`src/rtl/sb_rx_pkg.sv`:
```
// sb_rx_pkg: shared state encoding and header field positions for the sideband receive path.
package sb_rx_pkg;
  typedef enum logic [1:0] {HDR, DATA, OUT} state_t;
  localparam int WIDTH_DEF        = 64;
  localparam int HAS_DATA_BIT_DEF = 5;
  localparam int CP_BIT           = 63;
  localparam int DP_BIT           = 62;
endpackage

```
`src/rtl/sb_rx_pkt_ctrl_if.sv`:
```
// sb_rx_pkt_ctrl_if: word stream from the deserializer and packet stream to the message layer.
interface sb_rx_pkt_ctrl_if
  import sb_rx_pkg::*;
#(
  parameter int WIDTH = WIDTH_DEF
);
  logic [WIDTH-1:0] in_word;
  logic             in_valid;
  logic             in_ready;
  logic [WIDTH-1:0] pkt_hdr;
  logic [WIDTH-1:0] pkt_data;
  logic             pkt_has_data;
  logic             pkt_valid;
  logic             pkt_ready;
  modport master (
    output in_word, in_valid, pkt_ready,
    input  in_ready, pkt_hdr, pkt_data, pkt_has_data, pkt_valid
  );
  modport slave (
    input  in_word, in_valid, pkt_ready,
    output in_ready, pkt_hdr, pkt_data, pkt_has_data, pkt_valid
  );
endinterface

```
`src/rtl/sb_rx_err_counter.sv`:
```
// sb_rx_err_counter: one-cycle error pulse plus saturating error count, both registered from inc.
module sb_rx_err_counter #(
  parameter int CNT_W = 8
) (
  input  logic             clk,
  input  logic             rst_n,
  input  logic             inc,
  output logic             pulse,
  output logic [CNT_W-1:0] cnt
);
  always_ff @(posedge clk or negedge rst_n)
    if (!rst_n) begin
      pulse <= 1'b0;
      cnt   <= '0;
    end else begin
      pulse <= inc;
      if (inc && !(&cnt)) cnt <= cnt + 1'b1;
    end
endmodule

```
`src/rtl/sb_rx_pkt_ctrl.sv`:
```
// sb_rx_pkt_ctrl: assembles header(+data) words into packets with data-phase timeout.
// Define SB_RX_PARITY_CHECK_EN to drop packets with bad control or data parity.
module sb_rx_pkt_ctrl
  import sb_rx_pkg::*;
#(
  parameter int WIDTH        = WIDTH_DEF,
  parameter int HAS_DATA_BIT = HAS_DATA_BIT_DEF,
  parameter int TIMEOUT      = 1024,
  parameter int CNT_W        = 8
) (
  input  logic             clk,
  input  logic             rst_n,
  input  logic             enable,
  sb_rx_pkt_ctrl_if.slave  bus,
  output logic             err_pulse,
  output logic [CNT_W-1:0] err_cnt
);
  localparam int TW = $clog2(TIMEOUT + 1);
  state_t           state, state_nxt;
  logic [TW-1:0]    tcnt;
  logic [WIDTH-1:0] word;
  logic             xfer, timed_out, cp_bad, dp_bad, drop;
  assign word          = bus.in_word;
  assign xfer          = bus.in_valid && bus.in_ready;
  assign timed_out     = tcnt == TW'(TIMEOUT - 1);
  assign bus.pkt_valid = state == OUT;
  assign bus.in_ready  = rst_n && ((state == HDR && enable) || state == DATA);
`ifdef SB_RX_PARITY_CHECK_EN
  assign cp_bad = word[CP_BIT] ^ (^word[CP_BIT-1:0]);
  assign dp_bad = bus.pkt_hdr[DP_BIT] ^ (^word);
`else
  assign cp_bad = 1'b0;
  assign dp_bad = 1'b0;
`endif
  always_ff @(posedge clk or negedge rst_n)
    if (!rst_n) state <= HDR;
    else state <= state_nxt;
  // A data word arriving in the timeout cycle takes priority over the drop.
  always_comb begin
    state_nxt = state;
    drop      = 1'b0;
    case (state)
      HDR: if (xfer) begin
        drop      = cp_bad;
        state_nxt = cp_bad ? HDR : word[HAS_DATA_BIT] ? DATA : OUT;
      end
      DATA: if (xfer || timed_out) begin
        drop      = xfer ? dp_bad : 1'b1;
        state_nxt = (xfer && !dp_bad) ? OUT : HDR;
      end
      OUT: if (bus.pkt_ready) state_nxt = HDR;
      default: state_nxt = HDR;
    endcase
  end
  always_ff @(posedge clk or negedge rst_n)
    if (!rst_n) begin
      tcnt             <= '0;
      bus.pkt_hdr      <= '0;
      bus.pkt_data     <= '0;
      bus.pkt_has_data <= 1'b0;
    end else if (state == HDR && xfer) begin
      tcnt             <= '0;
      bus.pkt_hdr      <= word;
      bus.pkt_data     <= '0;
      bus.pkt_has_data <= 1'b0;
    end else if (state == DATA) begin
      tcnt <= tcnt + 1'b1;
      if (xfer) begin
        bus.pkt_data     <= word;
        bus.pkt_has_data <= 1'b1;
      end
    end
  sb_rx_err_counter #(.CNT_W(CNT_W)) u_err (
    .clk   (clk),
    .rst_n (rst_n),
    .inc   (drop),
    .pulse (err_pulse),
    .cnt   (err_cnt)
  );
endmodule

```
`src/flat_wrapper.sv`:
```
// flat-port wrapper written by rule: the top's interface ports become plain ports
module sb_rx_pkt_ctrl_flat import sb_rx_pkg::*;
#(
  parameter int WIDTH        = WIDTH_DEF,
  parameter int HAS_DATA_BIT = HAS_DATA_BIT_DEF,
  parameter int TIMEOUT      = 1024,
  parameter int CNT_W        = 8
)
  (clk, rst_n, enable, err_pulse, err_cnt, bus_in_word, bus_in_valid, bus_pkt_ready, bus_in_ready, bus_pkt_hdr, bus_pkt_data, bus_pkt_has_data, bus_pkt_valid);
  sb_rx_pkt_ctrl_if #(.WIDTH(WIDTH)) bus_i ();
  input  logic clk;
  input  logic rst_n;
  input  logic enable;
  output logic err_pulse;
  output logic [CNT_W-1:0] err_cnt;
  input wire logic [$bits(bus_i.in_word)-1:0] bus_in_word;
  input wire logic [$bits(bus_i.in_valid)-1:0] bus_in_valid;
  input wire logic [$bits(bus_i.pkt_ready)-1:0] bus_pkt_ready;
  output wire logic [$bits(bus_i.in_ready)-1:0] bus_in_ready;
  output wire logic [$bits(bus_i.pkt_hdr)-1:0] bus_pkt_hdr;
  output wire logic [$bits(bus_i.pkt_data)-1:0] bus_pkt_data;
  output wire logic [$bits(bus_i.pkt_has_data)-1:0] bus_pkt_has_data;
  output wire logic [$bits(bus_i.pkt_valid)-1:0] bus_pkt_valid;
  assign bus_i.in_word = bus_in_word;
  assign bus_i.in_valid = bus_in_valid;
  assign bus_i.pkt_ready = bus_pkt_ready;
  assign bus_in_ready = bus_i.in_ready;
  assign bus_pkt_hdr = bus_i.pkt_hdr;
  assign bus_pkt_data = bus_i.pkt_data;
  assign bus_pkt_has_data = bus_i.pkt_has_data;
  assign bus_pkt_valid = bus_i.pkt_valid;
  sb_rx_pkt_ctrl #(.WIDTH(WIDTH), .HAS_DATA_BIT(HAS_DATA_BIT), .TIMEOUT(TIMEOUT), .CNT_W(CNT_W)) u_core (.clk(clk), .rst_n(rst_n), .enable(enable), .bus(bus_i), .err_pulse(err_pulse), .err_cnt(err_cnt));
endmodule
```
`config.mk`:
```
export PLATFORM = sky130hd
export DESIGN_NAME = sb_rx_pkt_ctrl_flat
export DESIGN_NICKNAME = d
export VERILOG_FILES = /design/src/rtl/sb_rx_pkg.sv /design/src/rtl/sb_rx_pkt_ctrl_if.sv /design/src/rtl/sb_rx_err_counter.sv /design/src/rtl/sb_rx_pkt_ctrl.sv /design/src/flat_wrapper.sv
export SDC_FILE = /design/constraint.sdc
export NUM_CORES = 1
export LEC_CHECK = 0
export BUFFER_PORTS_ARGS = -buffer_cell sky130_fd_sc_hd__buf_2
export CORE_MARGIN = 2
export CORE_UTILIZATION = 50
export CTS_CLUSTER_DIAMETER = 50
export DETAILED_ROUTE_END_ITERATION = 12
export PLACE_DENSITY = 0.81
export SKIP_LAST_GASP = 1
export SYNTH_ARGS = -nofsm -noshare
export SYNTH_HDL_FRONTEND = slang
export SYNTH_SLANG_ARGS = --single-unit
```
`constraint.sdc`:
```
create_clock -name clk -period 2.5 [get_ports clk]
set_clock_uncertainty 0.1 [all_clocks]
set_input_delay 0.375 -clock clk [delete_from_list [all_inputs] [get_ports clk]]
set_output_delay 0.375 -clock clk [all_outputs]
set_load 0.05 [all_outputs]
```
* Yosys cells after proc, flatten, opt, wreduce, memory -nomap -nowiden
Cells that the tools add are included.
** Word-level totals
- Bits in registers :: 151
- Output and inout port bits :: 140
- Logic and storage cells :: 46
** Operators by class
- Add/subtract/negate cells :: 2
- Equality and inequality tests :: 6
- Multiplexer cells :: 17
- Reductions and logical operators :: 14
** Operators with widths (count)
- two-way mux 64 bit :: 3
- two-way mux 11 bit :: 2
- adder 11 x 1 -> 11 bit, second input constant :: 1
- == test 11 x 10 -> 1 bit, second input constant :: 1
- two-way mux 2 bit :: 5
- adder 8 x 1 -> 8 bit, second input constant :: 1
- AND reduction 8 bit :: 1
- two-way mux 1 bit :: 6
- one-hot mux 2 bit (3 select lines) :: 1
- logical AND 1 bit :: 5
- != test 2 x 1 -> 1 bit, second input constant :: 2
- nonzero test 2 bit :: 2
- AND reduction 3 bit :: 1
- == test 2 x 1 -> 1 bit, second input constant :: 1
- == test 2 bit, second input constant :: 1
- logical NOT 2 bit :: 1
- logical OR 1 bit :: 2
- != test 2 bit, second input constant :: 1
- AND reduction 2 bit :: 1
- logical NOT 1 bit :: 1

* Longest topological paths before layout
Gate-level depths: netlist of the first run.
- Word-level depth :: 9
- Mapped depth :: 7
- Depth with buffers taken out :: 5

* Modules after synthesis
A second synthesis of the first run with hierarchy kept.
** Second synthesis, totals
- Cell total of the unflattened synthesis :: 543
- Area total of the unflattened synthesis :: 6545.0 um^2
** Modules (own cells, without submodules)
- sb_rx_pkt_ctrl :: times used 1, cells an instance 507, area an instance 6129.6 um^2, seq. area each 3553.4 um^2
- sb_rx_err_counter :: times used 1, cells an instance 36, area an instance 415.4 um^2, seq. area each 225.2 um^2

* Worst setup path before layout of the first run
Ideal clock, no wire load.
- Path kind :: register to register
- From :: reg u_core.u_err.cnt[0]
- To :: reg u_core.u_err.cnt[1]
- Setup time :: 0.128 ns
- Arrival :: 1.774 ns
- Required time :: 2.272 ns
- Setup slack :: 0.499 ns
- Cell stages (with the launch flop) :: 6
- Buffers on the path :: 0
- Cells stage by stage :: dfrtp_1 > ha_1 > and3_2 > and2b_2 > nor2_4 > mux2_1
** Between the ends
- Word-level cells in the longest chain between the ends :: 3
- Elaborated cells between the ends (all ways) :: 4
- Those cells by class :: add/sub: 1; reduce/logical: 3
** RTL lines
- start, declared :: RTL line sb_rx_err_counter.sv:9 : output logic [CNT_W-1:0] cnt
- start signal, assigned :: RTL line sb_rx_err_counter.sv:17 : if (inc && !(&cnt)) cnt <= cnt + 1'b1;
- parallel branches: the longest is 3 deep, another holds adder 8 x 1 -> 8 bit
Parallel ways; which one is timed is not known.
A chain may end at the register's enable or synchronous reset.

==> flow_summary.json, run 1 <==
{
  "clk_path_buf_depth": 2,
  "place_inst": 867,
  "start_util": 0.511,
  "hold-path-cell-count": 3,
  "p_switching_mw": 6.14,
  "via_per_inst": 5.27,
  "clockRootBuffer": "clkbuf_16",
  "pwr-share-clk": 0.214,
  "io_pins": 209,
  "globalRouteOverflowTotal": 0,
  "drc_errors": 0,
  "pwr_density_cell_nw_per_um2": 1590,
  "clk_pin_slew_ps": 60,
  "post_dp_cell_area_um2": 7330,
  "max-vdd-ir-drop_mv": 1.16,
  "ys_seq_area_frac": 0.618,
  "synth_area_leaders": "dfrtp_1 (62%), mux2_2 (12%), nand2_1 (8.2%), nand3_1 (5.6%), buf_2 (0.90%)",
  "fin_cells": 900,
  "core_area_um2": 12000,
  "fillCellCount": 935,
  "numPortBuffers": 208,
  "pwr-share-seq": 0.311,
  "wl_per_cell_um": 16.5,
  "cpMaxStageDelayCell": "buf_4",
  "synth_top_cell_by_area": "dfrtp_1",
  "crit_type": "primary input to async pin",
  "cp_num_cells": 4,
  "setup_violations": 0,
  "final-hold-violation-count": 0,
  "status": "finished clean",
  "slowest_delay_ps": 850,
  "row_count": 40,
  "nets": 811,
  "ant_nets": 0,
  "arrival_ps": 2390,
  "drt_wl_total_mm": 14.8,
  "crit_fanout": 79,
  "synth_common_cells": "dfrtp_1 (151), nand2_1 (133), nand3_1 (68)",
  "critPathTopFamily": "buffers and inverters",
  "worstHoldPathType": "primary input to flip-flop",
  "syn_inst": 530,
  "top_layer_used": "met4",
  "tns_ps": 0,
  "wl_met1_mm": 5.90,
  "area_growth_pct": 30.4,
  "ys_types": 47,
  "crit_path_end_kind": "async pin",
  "cap_violations": 0,
  "grt_pass1_wl_mm": 24.0,
  "cp.required_ps": 2740,
  "antenna_found_initial": 0,
  "dr.pass1.iters": 4,
  "synthArstFlopShare": 1.00,
  "syn_area_um2": 6110,
  "syn_avg_cell_area_um2": 11.5,
  "design.die.area_um2": 13100,
  "sw_frac_of_total": 0.485,
  "drv_slew": 0,
  "crit_top_cell": "buf_4",
  "ctsResizeCount": 0,
  "cts_tree": "built",
  "r2r_cells": 4,
  "cts_inserted_buffers": 17,
  "grt_start_max_net_pins": 80,
  "dieHeight_um": 115,
  "crit_chain": "dlygate4sd3_1 -> buf_6 -> buf_4 -> buf_4",
  "fin_crit_ps": 2150,
  "yosysWarningCount": 0,
  "dr_wl_met2_mm": 7.69,
  "rsz0062_at_grt": "false",
  "insertion_delay_ps": 420,
  "drive_above_1_share": 0.444,
  "yosysTopAreaCellShare": 0.618,
  "total_leakage_power_nw": 4.25,
  "vias": 4746,
  "cts.sinks": 151,
  "dpl.hpwl_mm": 10.4,
  "max_freq_mhz": 466,
  "start_kind": "primary input",
  "wl_met3_um": 966,
  "fp.dieW_um": 115,
  "grt_usage": 0.237,
  "worst-path-buf-inv": 4,
  "post-route-cell-area_um2": 7970,
  "p_int_mw": 6.51,
  "diodes": 0,
  "whs_ps": 94.2,
  "worst_pin_slew_ps": 968,
  "synth_edf_count": 0,
  "slew_headroom": 0.355,
  "synth_flop_cell": "dfrtp_1",
  "syn_nets": 601,
  "gp_congestion": 0.841,
  "ctsHtreeMaxLevel": 4,
  "yosysMostFrequentCell": "dfrtp_1",
  "fin_crit_sh": 0.859,
  "ys_ff_latch": 151,
  "grt_pass1_vias": 4803,
  "drtIter0Drc": 289,
  "pwr-share-comb": 0.475
}
[metal layers]
| metal | global-route usage | up-vias |
|---|---|---|
| met5 | 0 | - |
| met4 | 0.102 | 0 |
| met3 | 0.0693 | 26 |
| met2 | 0.395 | 161 |
| met1 | 0.289 | 2331 |
| li1 | - | 2228 |
[per-stage QoR]
stage	setup slack [ps]	utilization	power [mW]
floorplan	499	-	8.45
global placement	417	0.613	9.86
detailed placement	344	0.613	10.0
CTS	261	0.666	12.8
global route	11.6	0.666	13.2
finish	353	0.666	12.7
[cell families (layout without fill, tap and decap cells)]
logic type,Yosys count,count (layout),share of synthesized area
buffers and inverters,33,256,0.0250
flip-flops,151,151,0.618
XOR/XNOR,5,5,0.00717
multiplexers,71,71,0.130
adder cells (fa/ha/maj),2,2,0.00409
AO/OA/AOI/OAI,23,23,0.0254
AND/OR/NAND/NOR,245,245,0.190
[sequential cells by signal, summed over array words and instances, names as in the netlist]
register	count
u_core.tcnt	11
u_core.bus.pkt_data	64
u_core.bus.pkt_hdr	64
u_core.u_err.pulse	1
u_core.state	2
u_core.u_err.cnt	8
u_core.bus.pkt_has_data	1
[timing repair]
action | 4_1_cts | 5_1_grt
hold buffers | 1 | 0
buffers inserted | 0 | 0
setup endpoints to repair | 0 | 0
hold endpoints to repair | 72 | 0
[path summary, 6_finish.rpt]
kind,start,end,slack (ps)
min in group asynchronous,rst_n,u_core.bus.pkt_data[37],200
worst min register to register,u_core.bus.pkt_data[50],u_core.bus.pkt_data[50],360
worst min-delay path,bus_in_word[6],u_core.bus.pkt_data[6],90
worst max-delay path,rst_n,u_core.state[0],350
max in group clk,rst_n,u_core.u_err.cnt[1],370
worst max register to register,u_core.state[0],u_core.u_err.cnt[1],370
[area by class of cell]
cell class | count | area, um^2 | area share
multi-input combinational | 346 | 2190 | 0.274
inverter | 2 | 7.51 | 0.000942
timing repair buffer | 222 | 1180 | 0.148
clock inverter | 12 | 174 | 0.0218
sequential | 151 | 3780 | 0.474
tap | 147 | 184 | 0.0231
clock buffer | 20 | 457 | 0.0573
[power groups by stage]
stage | clock (mW) | sequential [mW] | combinational [mW]
floorplan | 0 | 7.22 | 1.23
global placement | 0 | 3.91 | 5.95
detailed placement | 0 | 3.96 | 6.04
CTS | 2.75 | 3.94 | 6.06
global route | 2.86 | 4.06 | 6.28
finish | 2.70 | 3.94 | 6.01
[layout by cell type (no fill, tap or decap), drive strengths merged, types with 2 or more instances in the layout]
master / n
a21oi: 3
a22o: 5
and3: 5
and4: 2
buf: 221
bufinv: 4
clkbuf: 20
clkinv: 6
dfrtp: 151
ha: 2
inv: 3
mux2: 68
mux2i: 3
nand2: 133
nand2b: 4
nand3: 68
nand4: 5
nand4b: 2
nor2: 12
nor3: 5
nor4b: 2
o21ai: 7
xor2: 5
[tightest hold or removal path, cell delays in order]
cell     delay (ps)
buf_2            90
nand3_1          60
nand2_1          60
Power figures use the tool's default switching activity.
==> run 2: changes to the inputs <==
CORE_UTILIZATION = 54   (was 50)
PLACE_DENSITY = 0.86   (was 0.81)
clock period = 2.72 ns   (was 2.5 ns; I/O delays follow)
==> flow_summary.json, run 2 (synthesized netlist as in run 1, its figures left out) <==
{
  "row_count": 38,
  "post-cts-setup-buffers": 0,
  "dpl.hpwl_mm": 10.6,
  "cap_violations": 0,
  "diodes": 0,
  "io_pins": 209,
  "post-route-cell-area_um2": 7890,
  "max-vdd-ir-drop_mv": 0.940,
  "status": "finished clean",
  "dr.pass1.iters": 5,
  "design.die.area_um2": 12200,
  "use_met3": 0.0794,
  "total_leakage_power_nw": 4.20,
  "grt_usage": 0.267,
  "worst_pin_slew_ps": 767,
  "grt_use_met1": 0.311,
  "vias": 4878,
  "drtIter0Drc": 335,
  "reg_top3": "u_core.bus.pkt_data (64), u_core.bus.pkt_hdr (64), u_core.tcnt (11)",
  "start_util": 0.559,
  "globalRouteOverflowTotal": 0,
  "setup_violations": 0,
  "fin_crit_sh": 0.874,
  "drv_slew": 0,
  "fp.dieW_um": 110,
  "clk_pin_slew_ps": 50,
  "ant_nets": 0,
  "cts_tree": "built",
  "slew_headroom": 0.488,
  "crit_type": "flip-flop to primary output",
  "drc_errors": 0,
  "cp.required_ps": 2210,
  "grt-busiest-layer": "met2",
  "wl_per_cell_um": 17.4,
  "fin_crit_ps": 2380,
  "drive_above_1_share": 0.441,
  "crit_path_end_kind": "primary output",
  "post_dp_cell_area_um2": 7310,
  "grt_pass1_wl_mm": 24.5,
  "final-hold-violation-count": 0,
  "final_common_cell": "buf_2",
  "grt_start_max_net_pins": 152,
  "cts_inserted_buffers": 17,
  "numPortBuffers": 208,
  "fin_cells": 886,
  "whs_ps": 101,
  "tns_ps": 0,
  "max_freq_mhz": 421,
  "arrival_ps": 1870,
  "grt_pass1_vias": 5049,
  "gp_congestion": 0.835,
  "ctsResizeCount": 0,
  "clockRootBuffer": "clkbuf_16",
  "met2_usage": 0.445,
  "crit_fanout": 36,
  "clk_path_buf_depth": 2,
  "dieHeight_um": 110,
  "drt_wl_total_mm": 15.4,
  "via_per_inst": 5.51,
  "nets": 805,
  "rsz0062_at_grt": "false",
  "antenna_found_initial": 0,
  "start_kind": "flip-flop",
  "core_area_um2": 10900,
  "insertion_delay_ps": 410,
  "final_cell_mix": "buf_2 (207), dfrtp_1 (150), nand2_1 (133)",
  "ctsHtreeMaxLevel": 4,
  "cts-hold-fix-buffers": 0,
  "place_inst": 855,
  "worstHoldPathType": "primary input to async pin",
  "cts.sinks": 151,
  "pwr_density_cell_nw_per_um2": 1450,
  "area_growth_pct": 29.2
}
==> run 2: final timing paths <==
check	from	endpoint	slack, ps	cells after the start
max	u_core.state[0]	bus_pkt_valid	340	3
min	rst_n	u_core.state[0]	100	2
max reg2reg	u_core.state[0]	u_core.bus.pkt_hdr[57]	500	4
min reg2reg	u_core.bus.pkt_data[6]	u_core.bus.pkt_data[6]	360	2
max in group asynchronous	rst_n	u_core.state[0]	1900	2
min in group clk	bus_in_word[2]	u_core.bus.pkt_data[2]	140	3
==> run 2: cell type report <==
cell class | count | area [um^2]
fillers | 749 | 3040
well taps | 140 | 175
clock buffers | 20 | 467
multi-input cells | 346 | 2190
flip-flops and latches | 151 | 3780
inverters | 2 | 7.51
clock inverters | 11 | 121
repair buffers | 216 | 1160
==> run 2: layer usage <==
layer / wire, um / part of all wire / up-vias
met2: 8050 / 0.52 / 218
met4: 531 / 0.035 / 0
met1: 5630 / 0.37 / 2394
li1: - / - / 2225
met5: 0 / 0 / -
met3: 1180 / 0.077 / 41
==> run 2: critical path, cell delays in order, from the launching register on <==
cell	delay (ps)
dfrtp_2	660
buf_4	440
nor2b_1	110
buf_2	230
==> run 2: metrics by stage <==
step | worst slack (ps) | power (mW) | utilization
2_1_floorplan | 719 | 7.77 | -
4_1_cts | 337 | 11.5 | 0.722
3_3_place_gp | 578 | 9.03 | 0.668
5_1_grt | 266 | 12.0 | 0.722
3_5_place_dp | 518 | 9.19 | 0.668
6_report | 344 | 11.5 | 0.722
==> run 2: where the power goes <==
group	internal, mW	total (mW)	switching, mW
combinational	1.26	5.49	4.23
clock	1.42	2.31	0.896
sequential	3.13	3.67	0.533
total	5.81	11.5	5.66
==> run 3: changes to the inputs <==
ABC_AREA = 1   (was unset)
HOLD_SLACK_MARGIN = 0.08   (was unset)
SLEW_MARGIN = 10   (was unset)
==> flow_summary.json, run 3 <==
{
  "clockRootBuffer": "clkbuf_8",
  "cts_inserted_buffers": 17,
  "dr.pass1.iters": 5,
  "synth_xor_area_frac": 0.00292,
  "yosysWarningCount": 0,
  "clk_path_buf_depth": 2,
  "grt_pass1_vias": 5650,
  "ant_nets": 0,
  "worst_pin_slew_ps": 835,
  "worst-path-buf-inv": 5,
  "crit_type": "primary input to flip-flop",
  "critPathTopFamily": "buffers and inverters",
  "synth_top_cell_by_area": "dfrtp_1",
  "final_util": 0.768,
  "via_per_inst": 5.31,
  "rsz0062_at_grt": "false",
  "cts.sinks": 151,
  "antenna_found_initial": 0,
  "synth_common_cells": "nand2_1 (191), dfrtp_1 (151), inv_1 (79)",
  "start_kind": "primary input",
  "arrival_ps": 2580,
  "post-cts-setup-buffers": 0,
  "diodes": 0,
  "yosys.area_share.simple": 0.166,
  "cap_violations": 0,
  "post-route-cell-area_um2": 8330,
  "cp.required_ps": 3050,
  "ys_types": 25,
  "synthAdderAreaFrac": 0.00417,
  "place_inst": 976,
  "synth_area_leaders": "dfrtp_1 (63%), nand2_1 (12%), o21ai_1 (5.7%), o21ai_0 (5.6%), inv_1 (4.9%)",
  "tns_ps": 0,
  "pre_cts_slack_ps": 543,
  "cp_num_cells": 10,
  "yosysMostFrequentCell": "nand2_1",
  "multi_input_area_um2": 1760,
  "r2r_cells": 8,
  "globalRouteOverflowTotal": 0,
  "fin_crit_sh": 0.828,
  "clk_pin_slew_ps": 60,
  "ys_ff_latch": 151,
  "final_common_cell": "buf_2",
  "slowest_delay_ps": 560,
  "row_count": 38,
  "gp_congestion": 0.798,
  "dpl.hpwl_mm": 9.76,
  "nets": 989,
  "worstHoldPathType": "primary input to flip-flop",
  "slew_headroom": 0.443,
  "r2r_slack_ps": 520,
  "fp.dieW_um": 109,
  "numPortBuffers": 208,
  "reg_top3": "u_core.bus.pkt_data (64), u_core.bus.pkt_hdr (64), u_core.tcnt (11)",
  "hold-path-cell-count": 3,
  "drc_errors": 0,
  "max-vdd-ir-drop_mv": 0.941,
  "syn_avg_cell_area_um2": 9.21,
  "syn_nets": 723,
  "dieHeight_um": 109,
  "max_freq_mhz": 444,
  "insertion_delay_ps": 520,
  "final_cell_mix": "buf_2 (207), nand2_1 (190), dfrtp_1 (151)",
  "reg2reg_to": "u_core.bus.pkt_hdr[54]",
  "wl_per_cell_um": 16.2,
  "synth_top_family_by_area": "simple AND/OR/NAND/NOR gates",
  "syn_inst": 652,
  "drt_wl_total_mm": 17.3,
  "grt_start_max_net_pins": 152,
  "core_area_um2": 10800,
  "io_pins": 209,
  "grt_pass1_wl_mm": 27.2,
  "pwr_density_cell_nw_per_um2": 1280,
  "setup_violations": 0,
  "drtIter0Drc": 391,
  "ys_seq_area_frac": 0.630,
  "fin_cells": 1070,
  "status": "finished clean",
  "synthMuxAreaShare": 0.00167,
  "seq_area_um2": 3780,
  "yosysTopAreaCellShare": 0.630,
  "fin_crit_ps": 2250,
  "synthArstFlopShare": 1.00,
  "start_util": 0.554,
  "ctsHtreeMaxLevel": 4,
  "synth_edf_count": 0,
  "vias": 5683,
  "cts_tree": "built",
  "crit_path_start": "rst_n",
  "fillCellCount": 675,
  "area_growth_pct": 38.8,
  "fin_ws_ps": 467,
  "design.die.area_um2": 12000,
  "synth_flop_cell": "dfrtp_1",
  "total_leakage_power_nw": 4.64,
  "synth_compound_area_frac": 0.117,
  "crit_path_end_kind": "flip-flop",
  "grt_usage": 0.299,
  "cpMaxStageDelayCell": "inv_4",
  "post_dp_cell_area_um2": 7130,
  "crit_end": "u_core.bus.pkt_hdr[54]",
  "crit_chain": "dlygate4sd3_1 -> buf_6 -> inv_1 -> nor2_1 -> nand3_4 -> nor2_2 -> inv_4 -> buf_4 -> nand2_1 -> o21ai_1",
  "r2r-start": "u_core.state[0]",
  "drv_slew": 0,
  "drive_above_1_share": 0.270,
  "crit_fanout": 83,
  "final-hold-violation-count": 0,
  "syn_area_um2": 6000
}
[run 3: cell types whose count changed in the layout (fill, tap and decap cells not counted), sizes merged, moves of 4 or more]
cell and delta:
dlygate4sd3 +63, nand2 +59, and3 -5, o21ai +128, nand3 -46, mux2 -68
nor2 +9, nand2b -4, inv +80, a22o -5
[run 3: timing repair]
action	in CTS	in global routing
setup endpoints to repair	0	0
hold endpoints to repair	262	0
hold buffers	63	0
resized for setup	0	0
[run 3: area by class of cell]
cell class              instances  share of cell area
flip-flops and latches        151               0.454
inverters                      82              0.0373
repair buffers                276               0.209
clock inverters                10              0.0143
multi-input cells             390               0.211
clock buffers                  21              0.0539
well taps                     140              0.0210
[run 3: cell families after synthesis]
| kind of cell | Yosys count |
|---|---|
| and+or+nand+nor | 245 |
| adders and majority gates | 2 |
| xor gates and xnor gates | 2 |
| buffers and inverters | 111 |
| muxes | 1 |
| DFF | 151 |
| AOI/OAI and AO/OA | 140 |
[run 3: routing by layer]
metal  part of all wire  vias up  GRT usage
met5                  0        -          0
met1               0.38     2719      0.364
li1                   -     2601          -
met4              0.030        0      0.137
met3              0.081       49     0.0836
met2               0.51      314      0.497
[run 3: power breakdown]
group / total (mW) / internal (mW) / switching, mW
combinational: 4.88 / 1.02 / 3.86
sequential: 3.51 / 3.02 / 0.491
clock: 2.27 / 1.36 / 0.920
total: 10.7 / 5.39 / 5.27
[run 3: metrics by stage]
stage	power [mW]	hold WS (ps)
floorplan	7.01	12.4
global placement	8.09	361
detailed placement	8.21	368
CTS	10.6	81.1
global route	11.1	85.8
finish	10.7	99.5
[run 3: how the worst min path moves through the flow]
stage | start | end | slack, ps
final | bus_pkt_ready | u_core.state[1] | 100
after global routing | bus_in_word[43] | u_core.bus.pkt_hdr[43] | 90
after CTS | bus_in_word[43] | u_core.bus.pkt_hdr[43] | 80
after detailed placement | u_core.bus.pkt_data[7] | u_core.bus.pkt_data[7] | 370
after global placement | u_core.bus.pkt_data[53] | u_core.bus.pkt_data[53] | 360
after floorplan | rst_n | u_core.bus.pkt_data[0] | 10
[run 3: worst min-delay path, cell delays in order]
cell	delay (ps)
buf_2	80
nor3_1	40
a21o_1	140
